File: src/rtl/poly_synth_pkg.sv
// rtl/poly_synth_pkg.sv - shared types and sizes for the polyphonic voice path
package poly_synth_pkg;

    localparam int NUM_VOICES  = 16;
    localparam int NOTE_W      = 7;
    localparam int VOICE_IDX_W = $clog2(NUM_VOICES);

    typedef logic [NOTE_W-1:0] note_t;

    typedef enum logic [1:0] {
        IDLE   = 2'd0,
        SCAN   = 2'd1,
        COMMIT = 2'd2
    } state_t;

endpackage

File: src/rtl/poly_voice_slot.sv
// rtl/poly_voice_slot.sv - one voice slot: note, active and (POLY_SUSTAIN_EN) held bits
module poly_voice_slot #(
    parameter int NOTE_W = poly_synth_pkg::NOTE_W
) (
    input  logic              clk,
    input  logic              reset,
    input  logic              we,
    input  logic              set,
    input  logic              clr,
`ifdef POLY_SUSTAIN_EN
    input  logic              hold,
    input  logic              release_en,
`endif
    input  logic [NOTE_W-1:0] note_in,
    output logic [NOTE_W-1:0] note,
    output logic              active
);
    import poly_synth_pkg::*;

`ifdef POLY_SUSTAIN_EN
    logic held;

    // Pedal release and commit strobes never overlap: release only fires in IDLE.
    always_ff @(posedge clk or posedge reset) begin
        if (reset) begin
            note   <= '0;
            active <= 1'b0;
            held   <= 1'b0;
        end else begin
            if (we) note <= note_in;
            if (release_en && held) begin
                active <= 1'b0;
                held   <= 1'b0;
            end else if (set) begin
                active <= 1'b1;
                held   <= 1'b0;
            end else if (clr) begin
                active <= 1'b0;
                held   <= 1'b0;
            end else if (hold) begin
                held   <= 1'b1;
            end
        end
    end
`else
    always_ff @(posedge clk or posedge reset) begin
        if (reset) begin
            note   <= '0;
            active <= 1'b0;
        end else begin
            if (we) note <= note_in;
            if (set)      active <= 1'b1;
            else if (clr) active <= 1'b0;
        end
    end
`endif

endmodule

File: src/rtl/poly_voice_allocator.sv
// rtl/poly_voice_allocator.sv - serial-scan note-on/off voice allocator (sustain pedal via POLY_SUSTAIN_EN)
module poly_voice_allocator #(
    parameter int NUM_VOICES = poly_synth_pkg::NUM_VOICES,
    parameter int NOTE_W     = poly_synth_pkg::NOTE_W
) (
    input  logic                           clk,
    input  logic                           reset,
    input  logic                           event_valid,
    output logic                           event_ready,
    input  logic                           event_on,
    input  logic [NOTE_W-1:0]              event_note,
`ifdef POLY_SUSTAIN_EN
    input  logic                           sustain,
`endif
    output logic [NUM_VOICES*NOTE_W-1:0]   notes,
    output logic [NUM_VOICES-1:0]          active,
    output logic                           done,
    output logic [$clog2(NUM_VOICES)-1:0]  done_voice,
    output logic                           stolen
);
    import poly_synth_pkg::*;

    localparam int               IDX_W    = $clog2(NUM_VOICES);
    localparam logic [IDX_W-1:0] LAST_IDX = IDX_W'(NUM_VOICES - 1);

    state_t            state, state_nxt;
    logic              ready_en;
    logic              accept;
    logic [IDX_W-1:0]  idx, steal_ptr, match_idx, free_idx, tgt_idx;
    logic              match_found, free_found;
    logic              cap_on;
    logic [NOTE_W-1:0] cap_note;
    logic              do_write, do_set, do_clr, do_steal;
    logic [NOTE_W-1:0] slot_note [NUM_VOICES];
    logic [NUM_VOICES-1:0] slot_active;
`ifdef POLY_SUSTAIN_EN
    logic              do_hold;
    logic              release_en;
    assign release_en = (state == IDLE) && !sustain;
`endif

    // ready_en keeps the handshake closed until the first clock after reset.
    assign event_ready = ready_en && (state == IDLE);
    assign accept      = event_valid && event_ready;

    always_ff @(posedge clk or posedge reset) begin
        if (reset) state <= IDLE;
        else       state <= state_nxt;
    end

    always_comb begin
        state_nxt = state;
        case (state)
            IDLE:    if (accept) state_nxt = SCAN;
            SCAN:    if (idx == LAST_IDX) state_nxt = COMMIT;
            COMMIT:  state_nxt = IDLE;
            default: state_nxt = IDLE;
        endcase
    end

    // Commit decision from the scan results: match, then lowest free, then steal.
    always_comb begin
        tgt_idx  = '0;
        do_write = 1'b0;
        do_set   = 1'b0;
        do_clr   = 1'b0;
        do_steal = 1'b0;
`ifdef POLY_SUSTAIN_EN
        do_hold  = 1'b0;
`endif
        if (cap_on) begin
            do_set = 1'b1;
            if (match_found) begin
                tgt_idx = match_idx;
            end else if (free_found) begin
                tgt_idx  = free_idx;
                do_write = 1'b1;
            end else begin
                tgt_idx  = steal_ptr;
                do_write = 1'b1;
                do_steal = 1'b1;
            end
        end else if (match_found) begin
            tgt_idx = match_idx;
`ifdef POLY_SUSTAIN_EN
            if (sustain) do_hold = 1'b1;
            else         do_clr  = 1'b1;
`else
            do_clr = 1'b1;
`endif
        end
    end

    always_ff @(posedge clk or posedge reset) begin
        if (reset) begin
            ready_en    <= 1'b0;
            idx         <= '0;
            steal_ptr   <= '0;
            match_idx   <= '0;
            free_idx    <= '0;
            match_found <= 1'b0;
            free_found  <= 1'b0;
            cap_on      <= 1'b0;
            cap_note    <= '0;
            done        <= 1'b0;
            done_voice  <= '0;
            stolen      <= 1'b0;
        end else begin
            ready_en <= 1'b1;
            done     <= 1'b0;
            stolen   <= 1'b0;
            case (state)
                IDLE: begin
                    if (accept) begin
                        cap_on      <= event_on;
                        cap_note    <= event_note;
                        idx         <= '0;
                        match_found <= 1'b0;
                        free_found  <= 1'b0;
                    end
                end
                SCAN: begin
                    if (!match_found && slot_active[idx] && (slot_note[idx] == cap_note)) begin
                        match_found <= 1'b1;
                        match_idx   <= idx;
                    end
                    if (!free_found && !slot_active[idx]) begin
                        free_found <= 1'b1;
                        free_idx   <= idx;
                    end
                    idx <= idx + IDX_W'(1);
                end
                COMMIT: begin
                    done       <= 1'b1;
                    done_voice <= tgt_idx;
                    stolen     <= do_steal;
                    if (do_steal) steal_ptr <= steal_ptr + IDX_W'(1);
                end
                default: ;
            endcase
        end
    end

    for (genvar i = 0; i < NUM_VOICES; i++) begin : g_slot
        logic sel;
        assign sel = (state == COMMIT) && (tgt_idx == IDX_W'(i));

        poly_voice_slot #(.NOTE_W(NOTE_W)) u_slot (
            .clk        (clk),
            .reset      (reset),
            .we         (sel && do_write),
            .set        (sel && do_set),
            .clr        (sel && do_clr),
`ifdef POLY_SUSTAIN_EN
            .hold       (sel && do_hold),
            .release_en (release_en),
`endif
            .note_in    (cap_note),
            .note       (slot_note[i]),
            .active     (slot_active[i])
        );

        assign notes[i*NOTE_W +: NOTE_W] = slot_note[i];
    end

    assign active = slot_active;

endmodule

File: config.mk
export PLATFORM = sky130hd
export DESIGN_NAME = poly_voice_allocator
export DESIGN_NICKNAME = d
export VERILOG_FILES = /design/src/rtl/poly_synth_pkg.sv /design/src/rtl/poly_voice_slot.sv /design/src/rtl/poly_voice_allocator.sv
export SDC_FILE = /design/constraint.sdc
export NUM_CORES = 1
export LEC_CHECK = 0
export CAP_MARGIN = 0
export CORE_MARGIN = 2
export CORE_UTILIZATION = 35
export DETAILED_ROUTE_END_ITERATION = 10
export MAX_ROUTING_LAYER = met4
export PLACE_DENSITY_LB_ADDON = 0.1
export SYNTH_ARGS = -nofsm -noshare
export SYNTH_HDL_FRONTEND = slang
export SYNTH_SLANG_ARGS = --single-unit
File: constraint.sdc
create_clock -name clk -period 8.3 [get_ports clk]
set_input_delay 2.49 -clock clk [delete_from_list [all_inputs] [get_ports clk]]
set_output_delay 2.49 -clock clk [all_outputs]
set_load 0.02 [all_outputs]
==> results of run 1 <==
## cells in the final DEF (no fill, tap or decap), drive strengths merged, types with 8 or more instances in the layout
| cell | instances |
|---|---|
| clkbuf | 21 |
| clkdlybuf4s50 | 145 |
| clkinv | 8 |
| dfrtp | 163 |
| inv | 8 |
| mux2 | 115 |
| mux2i | 11 |
| mux4 | 32 |
| nand2 | 65 |
| nor2 | 17 |
| o21ai | 57 |
## metal layers
layer,vias to the layer above,wire length (um)
met3,18,922
met1,2652,9295
met5,-,0
li1,2317,-
met4,0,212
met2,142,10640
## kinds of logic (layout without fill, tap and decap cells)
family	Yosys count	after routing	synth area share, %
simple gates	113	113	6.782
mux	158	158	28.16
flops	163	163	53.28
fa+ha+maj	2	2	0.3268
xor+xnor	9	9	1.030
compound gates	77	77	6.080
buf+inv	59	189	4.298
other cells	1	1	0.04898
## critical path: stages, from the launching register on
cell             delay, ns
dfrtp_1               0.40
nor3b_1               0.42
clkdlybuf4s50_1       0.69
## area by class of cell
cell class              instances  share of cell area [%]
clock buffers                  21                   4.616
clock inverters                10                   1.128
inverters                       9                  0.3975
multi-input cells             360                   33.29
flip-flops and latches        163                   41.80
well taps                     280                   3.590
repair buffers                149                   15.18
## where the power goes
| group | internal [uW] | switching [uW] |
|---|---|---|
| Clock | 447 | 312 |
| Combinational | 178 | 262 |
| Sequential | 841 | 138 |
## synth_stat cells, types with 5 or more instances
| master | count |
|---|---|
| buf_2 | 10 |
| buf_4 | 17 |
| clkbuf_1 | 18 |
| dfrtp_1 | 163 |
| inv_1 | 7 |
| mux2_2 | 115 |
| mux2i_1 | 11 |
| mux4_1 | 8 |
| mux4_2 | 24 |
| nand2_1 | 65 |
| nand3_1 | 6 |
| nor2_1 | 15 |
| o21ai_0 | 56 |
| xnor2_1 | 5 |
## per-stage QoR
step / instances / hold slack (ns) / area, um2
after floorplan: 582 / 0.4418 / 7656
after global placement: 961 / 0.4561 / 9198
after detailed placement: 961 / 0.4655 / 9198
after CTS: 992 / 0.4795 / 9758
after global routing: 992 / 0.4960 / 9758
final: 992 / 0.4768 / 9758
## path summary, 6_finish.rpt
check                                    startpoint                                    end
setup / recovery               state[1]$_DFFE_PP0P_                            event_ready
hold / removal             steal_ptr[3]$_DFFE_PP0P_               steal_ptr[3]$_DFFE_PP0P_
setup reg to reg            match_found$_DFFE_PP0P_   g_slot[7].u_slot.note[4]$_DFFE_PP0P_
max in group asynchronous                     reset  g_slot[11].u_slot.note[3]$_DFFE_PP0P_
hold reg to reg            steal_ptr[3]$_DFFE_PP0P_               steal_ptr[3]$_DFFE_PP0P_
min in group asynchronous                     reset               steal_ptr[1]$_DFFE_PP0P_
## sequential cells by signal, summed over array words and instances (netlist names)
register and count:
g_slot.u_slot.note 112, g_slot.u_slot.active 16, cap_note 7, done_voice 4, free_idx 4, idx 4, match_idx 4, steal_ptr 4
state 2, cap_on 1, done 1, free_found 1, match_found 1, ready_en 1, stolen 1
==> flow_summary.toml, run 1 <==
[status]
status = "finished clean"

[floorplanning]
pin_count = 146
die_w_um = 151.9
num_rows = 54
placeableCoreArea_um2 = 21620
initial_core_util_pct = 35.41
dieArea_um2 = 23070
die_y_um = 151.9

[clocking]
cts_tree = "done"
postCtsHoldBufs = 0
cts_buffer_depth = 2
post_cts_buffers = 0
htree_levels = 4
clk-insertion-delay-late_ns = 0.42
path_clk_slew_ns = 0.06
cts_repair_resize_count = 0
cts_sinks = 163
cts_root_buf = "clkbuf_16"
cts_inserted_buffers = 17

[routing]
routedWlPerCell_um = 21.24
totalWireLength_um = 21070
drt-pass1-iter-count = 5
drtIter0Drc = 259
postRouteAntennaNets = 0
viasPerCell = 5.170
vias = 5129
drc_errors = 0

[timing]
fmax_mhz = 226.1
min_period_over_period_pct = 53.28
fin_skew_ns = 0.009284
period_needed_ns = 4.422
fin_tns_setup_ns = 0
tightest_slew_ns = 1.056
rsz0062_at_grt = "false"
hold_violations = 0
setup-violations-final = 0
fin_ws_ns = 3.878
slew_viol_final = 0
slew_headroom_pct = 29.36

[placement]
dpl.hpwl_um = 14690
place_ws_ns = 3.704
io_buffer_count = 145
gp_congestion = 0.8018

[global_routing]
met2_usage_pct = 31.72
use_met3_pct = 4.307
grt_pass1_wl_um = 33150
first_global_vias = 5467
met1_usage_pct = 24.58
grt-ovfl-total = 0
grt_start_max_net_pins = 100
grt_antenna_before_repair = 0
busiest_layer = "met2"
grtUsageTotal_pct = 19.35

[power]
leakagePower_uw = 0.004390
power_density_nw_per_um2 = 223.2
finalPower_uw = 2178
irDropWorstVdd_mv = 0.1489

[yosys]
synth.distinct_cells = 48
synth_top_area_share_pct = 53.28
syn_area_um2 = 7656
syn_nets = 595
yosys.area.top_type = "dfrtp_1"
ys_top_cells_by_area = "dfrtp_1 (53%), mux2_2 (17%), mux4_2 (7.1%), o21ai_0 (3.7%), nand2_1 (3.2%)"
synth_edf_count = 0
ys_ff_latch = 163
avgSynthCellArea_um2 = 13.15
synth-main-ff-cell = "dfrtp_1"
seq_area_frac_synth_pct = 53.28
synthCells = 582
synthArstFlopShare_pct = 100.0
ys_warn_count = 0

[worst_setup_path]
endpoint_kind = "output pin"
arrival_ns = 1.93
required_ns = 5.81
cp_max_fo = 4
reg2reg_depth = 5
critPathKind = "reg -> out"
crit_path_start_kind = "flop"
reg2reg_slack_ns = 4.81

[layout]
seqCellArea_um2 = 4079
fin_nets = 713
drive_gt1_share_pct = 25.42
nFillCells = 1989
multi_input_area_um2 = 3248
utilization_pct = 45.13
synthToLayoutAreaGrowth_pct = 27.46
diodes = 0

[hold_path]
min_path_cells = 1
min_path_type = "reg -> reg"

[flow_run]
maxCapViolCount = 0
(Power assumes the default switching activity.)
==> run 2, diff against run 1 <==
==> constraint.sdc (replaced) <==
create_clock -name clk -period 3.6 [get_ports clk]
set_input_delay 1.08 -clock clk [delete_from_list [all_inputs] [get_ports clk]]
set_output_delay 1.08 -clock clk [all_outputs]
set_load 0.02 [all_outputs]
==> run 2 against run 1 <==
Effect of this change: via count grew 2.6%; hold slack gained 0.0080 ns; sequential share of layout area shrank 1.0 points; global-route usage grew 0.61 points; first-iteration DRC count grew 20%; worst setup slack lost 3.5 ns; power grew 150%; critical path type is now reg -> reg; largest cell class unchanged; largest power group unchanged; highest routed layer unchanged.
==> flow_summary.toml, run 2 (same netlist as run 1, synthesis figures left out) <==
[placement]
gp_congestion = 0.8160
io_buffer_count = 145
dpl-instance-area_um2 = 9359
place_ws_ns = 0.4167
dpl.hpwl_um = 15430
placed_cells = 976

[worst_setup_path]
endpoint_kind = "flop"
cp_cell_sequence = "buf_4 -> mux4_2 -> mux2i_1 -> o211ai_1 -> o311ai_4 -> o311ai_2 -> nor4_4 -> mux2_2"
reg2reg_slack_ns = 0.41
crit_path_start_kind = "flop"
arrival_ns = 3.50
critPathKind = "reg -> reg"
required_ns = 3.91
cp_max_fo = 16
cpMaxStageDelayCell = "dfrtp_1"
max_stage_delay_ns = 0.71

[timing]
rsz0062_at_grt = "false"
fin_tns_setup_ns = 0
min_period_over_period_pct = 88.59
tightest_slew_ns = 0.8107
fin_skew_ns = 0.006693
period_needed_ns = 3.189
fmax_mhz = 313.6
slew_viol_final = 0
fin_ws_ns = 0.4108
hold_violations = 0
setup-violations-final = 0
slew_headroom_pct = 45.95

[layout]
top_regs = "g_slot.u_slot.note (112), g_slot.u_slot.active (16), cap_note (7)"
largest_reg_flops = 112
multi_input_area_um2 = 3248
synthToLayoutAreaGrowth_pct = 30.69
layout_commonest_cell = "dfrtp_1"
nFillCells = 1973
regMostFlops = "g_slot.u_slot.note"
instances_no_fill = 1007
fin_nets = 728
diodes = 0
finish.instance_area_um2 = 10010
drive_gt1_share_pct = 27.24
seqCellArea_um2 = 4079
final_cell_mix = "dfrtp_1 (163), clkdlybuf4s50_1 (145), mux2_2 (115)"

[hold_path]
min_path_type = "reg -> reg"

[power]
leakagePower_uw = 0.004522
irDropWorstVdd_mv = 0.3390
power_density_nw_per_um2 = 536.8

[routing]
vias = 5263
drtIter0Drc = 311
drc_errors = 0
routedWlPerCell_um = 21.74
postRouteAntennaNets = 0
viasPerCell = 5.226
totalWireLength_um = 21900
drt-pass1-iter-count = 4

[global_routing]
grt-ovfl-total = 0
first_global_vias = 5579
grtUsageTotal_pct = 19.96
grt_pass1_wl_um = 34270
grt_antenna_before_repair = 0
grt_start_max_net_pins = 74

[floorplanning]
num_rows = 54
pin_count = 146
initial_core_util_pct = 35.41
die_y_um = 151.9
dieArea_um2 = 23070
placeableCoreArea_um2 = 21620
die_w_um = 151.9

[clocking]
clk-insertion-delay-late_ns = 0.42
cts_root_buf = "clkbuf_16"
cts_repair_resize_count = 0
cts_tree = "done"
cts_inserted_buffers = 17
htree_levels = 4
post_cts_buffers = 0
cts_buffer_depth = 2
cts_sinks = 163
postCtsHoldBufs = 0
path_clk_slew_ns = 0.06

[flow_run]
maxCapViolCount = 0

[status]
status = "finished clean"
## run 2: cell types whose count changed in the layout (fill, tap and decap cells not counted), sizes merged
cell    delta
bufinv     +3
buf       +15
inv        +1
clkinv     -2
clkbuf     -2
## run 2: path summary, 6_finish.rpt
check / from / endpoint / depth (start not counted)
worst max-delay path: idx[2]$_DFFE_PP0P_ / match_idx[1]$_DFFE_PP0P_ / 8
worst min-delay path: free_idx[2]$_DFFE_PP0P_ / free_idx[2]$_DFFE_PP0P_ / 2
worst max register to register: idx[2]$_DFFE_PP0P_ / match_idx[1]$_DFFE_PP0P_ / 8
worst min register to register: free_idx[2]$_DFFE_PP0P_ / free_idx[2]$_DFFE_PP0P_ / 2
max in group asynchronous: reset / g_slot[11].u_slot.note[5]$_DFFE_PP0P_ / 3
min in group asynchronous: reset / g_slot[0].u_slot.note[6]$_DFFE_PP0P_ / 2
## run 2: layer usage
layer  up-vias  part of all wire, %  global-route usage [%]
li1       2351                    -                       -
met1      2727                   47                   27.55
met2       165                   48                   30.67
met3        20                  3.8                   3.594
met4         0                  1.4                   5.118
met5         -                    0                       -
## run 2: power breakdown
part | internal [uW] | switching [uW] | leakage, uW
Combinational | 476 | 602 | 0.00196
Sequential | 1940 | 354 | 0.00224
Clock | 1250 | 751 | 0.000318
## run 2: final cells by class
class / instances / share of cell area, %
clock inverters: 12 / 2.038
multi-input cells: 360 / 32.46
flip-flops and latches: 163 / 40.77
inverters: 9 / 0.3751
clock buffers: 19 / 4.427
repair buffers: 164 / 16.43
well taps: 280 / 3.501
## run 2: per-stage QoR
stage               utilization, %  hold slack, ns  total power (uW)
floorplan                        -          0.4418              3014
global placement             43.29          0.4649              3376
detailed placement           43.29          0.4669              3407
CTS                          46.28          0.4830              5416
global route                 46.28          0.5073              5630
finish                       46.28          0.4848              5371
## run 2: critical path: cells and delay by family (launching register included)
family          cells  cell delay (ns)
flops               1             0.71
compound gates      3             0.47
buf+inv             1             0.36
simple gates        1             0.35
mux                 3             1.17
==> run 3, diff against run 2 <==
--- a/config.mk
+++ b/config.mk
@@ -11,6 +11,7 @@
 export DETAILED_ROUTE_END_ITERATION = 10
 export MAX_ROUTING_LAYER = met4
 export PLACE_DENSITY_LB_ADDON = 0.1
+export SETUP_SLACK_MARGIN = 0.2
 export SYNTH_ARGS = -nofsm -noshare
 export SYNTH_HDL_FRONTEND = slang
 export SYNTH_SLANG_ARGS = --single-unit
==> constraint.sdc (replaced) <==
create_clock -name clk -period 3.6 [get_ports clk]
set_input_delay 1.08 -clock clk [delete_from_list [all_inputs] [get_ports clk]]
set_output_delay 1.08 -clock clk [all_outputs]
set_load 0.005 [all_outputs]
==> run 3 against run 2 <==
Effect of this change: cell area about the same; routed wire length stayed put; count of clock-buffer cells in the layout is the same; die area unchanged; power fell by 0.38%; register-to-register slack better by 0.13 ns; core utilization is essentially flat; maximum frequency up 4.2%; clock skew stayed put; sequential power about the same.
==> flow_summary.toml, run 3 (same netlist as run 1, synthesis figures left out) <==
[routing]
totalWireLength_um = 21900
drt-pass1-iter-count = 4
routedWlPerCell_um = 21.74
drtIter0Drc = 311
drc_errors = 0
vias = 5263
viasPerCell = 5.226
postRouteAntennaNets = 0

[layout]
drive_gt1_share_pct = 27.37
final_cell_mix = "dfrtp_1 (162), clkdlybuf4s50_1 (145), mux2_2 (115)"
diodes = 0
layout_commonest_cell = "dfrtp_1"
largest_reg_flops = 112
regMostFlops = "g_slot.u_slot.note"
fin_nets = 728
top_regs = "g_slot.u_slot.note (112), g_slot.u_slot.active (16), cap_note (7)"
synthToLayoutAreaGrowth_pct = 30.71

[worst_setup_path]
reg2reg_depth = 8
endpoint_kind = "flop"
critPathKind = "reg -> reg"
cp_max_fo = 26
crit_path_start_kind = "flop"
reg2reg_slack_ns = 0.54
endpoint = "match_idx[1]$_DFFE_PP0P_"
required_ns = 3.91
startpoint = "idx[0]$_DFFE_PP0P_"
rr_endpoint = "match_idx[1]$_DFFE_PP0P_"
r2r-start = "idx[0]$_DFFE_PP0P_"
arrival_ns = 3.37

[clocking]
cts_repair_resize_count = 0
htree_levels = 4
cts_tree = "done"
clk-insertion-delay-late_ns = 0.42
path_clk_slew_ns = 0.06
cts_sinks = 163
postCtsHoldBufs = 0
cts_inserted_buffers = 17
cts_buffer_depth = 2
cts_root_buf = "clkbuf_16"
post_cts_buffers = 0

[floorplanning]
placeableCoreArea_um2 = 21620
initial_core_util_pct = 35.41
pin_count = 146
die_y_um = 151.9
num_rows = 54
dieArea_um2 = 23070
die_w_um = 151.9

[timing]
period_needed_ns = 3.061
min_period_over_period_pct = 85.04
slew_viol_final = 0
fin_tns_setup_ns = 0
rsz0062_at_grt = "false"
fmax_mhz = 326.6
setup-violations-final = 0
hold_violations = 0
tightest_slew_ns = 0.8107
fin_skew_ns = 0.006693
whs_ns = 0.4848
slew_headroom_pct = 45.95

[hold_path]
min_path_type = "reg -> reg"

[global_routing]
grt-ovfl-total = 0
grt_start_max_net_pins = 74
first_global_vias = 5579
grt_pass1_wl_um = 34270
grtUsageTotal_pct = 19.96
grt_antenna_before_repair = 0

[placement]
gp_congestion = 0.8160
io_buffer_count = 145
dpl.hpwl_um = 15430

[status]
status = "finished clean"

[power]
leakagePower_uw = 0.004520
irDropWorstVdd_mv = 0.3389
power_density_nw_per_um2 = 534.7

[flow_run]
maxCapViolCount = 0
run 3: routing by layer:
| layer | vias to the layer above | GRT usage, % | wire, um |
|---|---|---|---|
| li1 | 2351 | - | - |
| met2 | 165 | 30.67 | 10570 |
| met3 | 20 | 3.594 | 840 |
| met1 | 2727 | 27.55 | 10190 |
| met4 | 0 | 5.118 | 301 |
| met5 | - | - | 0 |
run 3: cell type report:
class                      instances  area (um2)
tap                              280       350.3
timing repair buffer             164        1644
clock inverter                    12       203.9
inverter                           9       37.54
clock buffer                      19       442.9
multi-input combinational        360        3248
sequential                       163        4080
fill                            1972       11610
run 3: worst min path at each step:
stage / start / end / slack [ns] / depth (start not counted)
after global routing: steal_ptr[3]$_DFFE_PP0P_ / steal_ptr[3]$_DFFE_PP0P_ / 0.51 / 1
after global placement: free_idx[3]$_DFFE_PP0P_ / free_idx[3]$_DFFE_PP0P_ / 0.46 / 2
after CTS: free_idx[2]$_DFFE_PP0P_ / free_idx[2]$_DFFE_PP0P_ / 0.48 / 2
after detailed placement: free_idx[3]$_DFFE_PP0P_ / free_idx[3]$_DFFE_PP0P_ / 0.47 / 2
after floorplan: steal_ptr[3]$_DFFE_PP0P_ / steal_ptr[3]$_DFFE_PP0P_ / 0.44 / 1
final: free_idx[2]$_DFFE_PP0P_ / free_idx[2]$_DFFE_PP0P_ / 0.48 / 2
run 3: power by group:
part	switching, uW	internal, uW
Combinational	581	475
Sequential	354	1940
Clock	751	1250
Total	1690	3670
run 3: critical path, stage by stage, from the launching register on:
cell,delay [ns]
dfrtp_1,0.62
buf_12,0.28
mux4_1,0.57
mux2i_1,0.18
xnor2_1,0.09
nor3_1,0.22
a31oi_1,0.11
nor4_4,0.47
mux2_2,0.38
run 3: through the flow:
| step | util, % | worst slack (ns) | instances | power (uW) | instance area [um2] |
|---|---|---|---|---|---|
| final | 46.28 | 0.5386 | 1007 | 5351 | 10010 |
| after global routing | 46.28 | 0.3332 | 1007 | 5610 | 10010 |
| after CTS | 46.28 | 0.3678 | 1007 | 5395 | 10010 |
| after detailed placement | 43.29 | 0.4167 | 976 | 3386 | 9359 |
| after global placement | 43.29 | 0.5632 | 976 | 3355 | 9359 |
| after floorplan | - | 0.4492 | 582 | 2994 | 7660 |
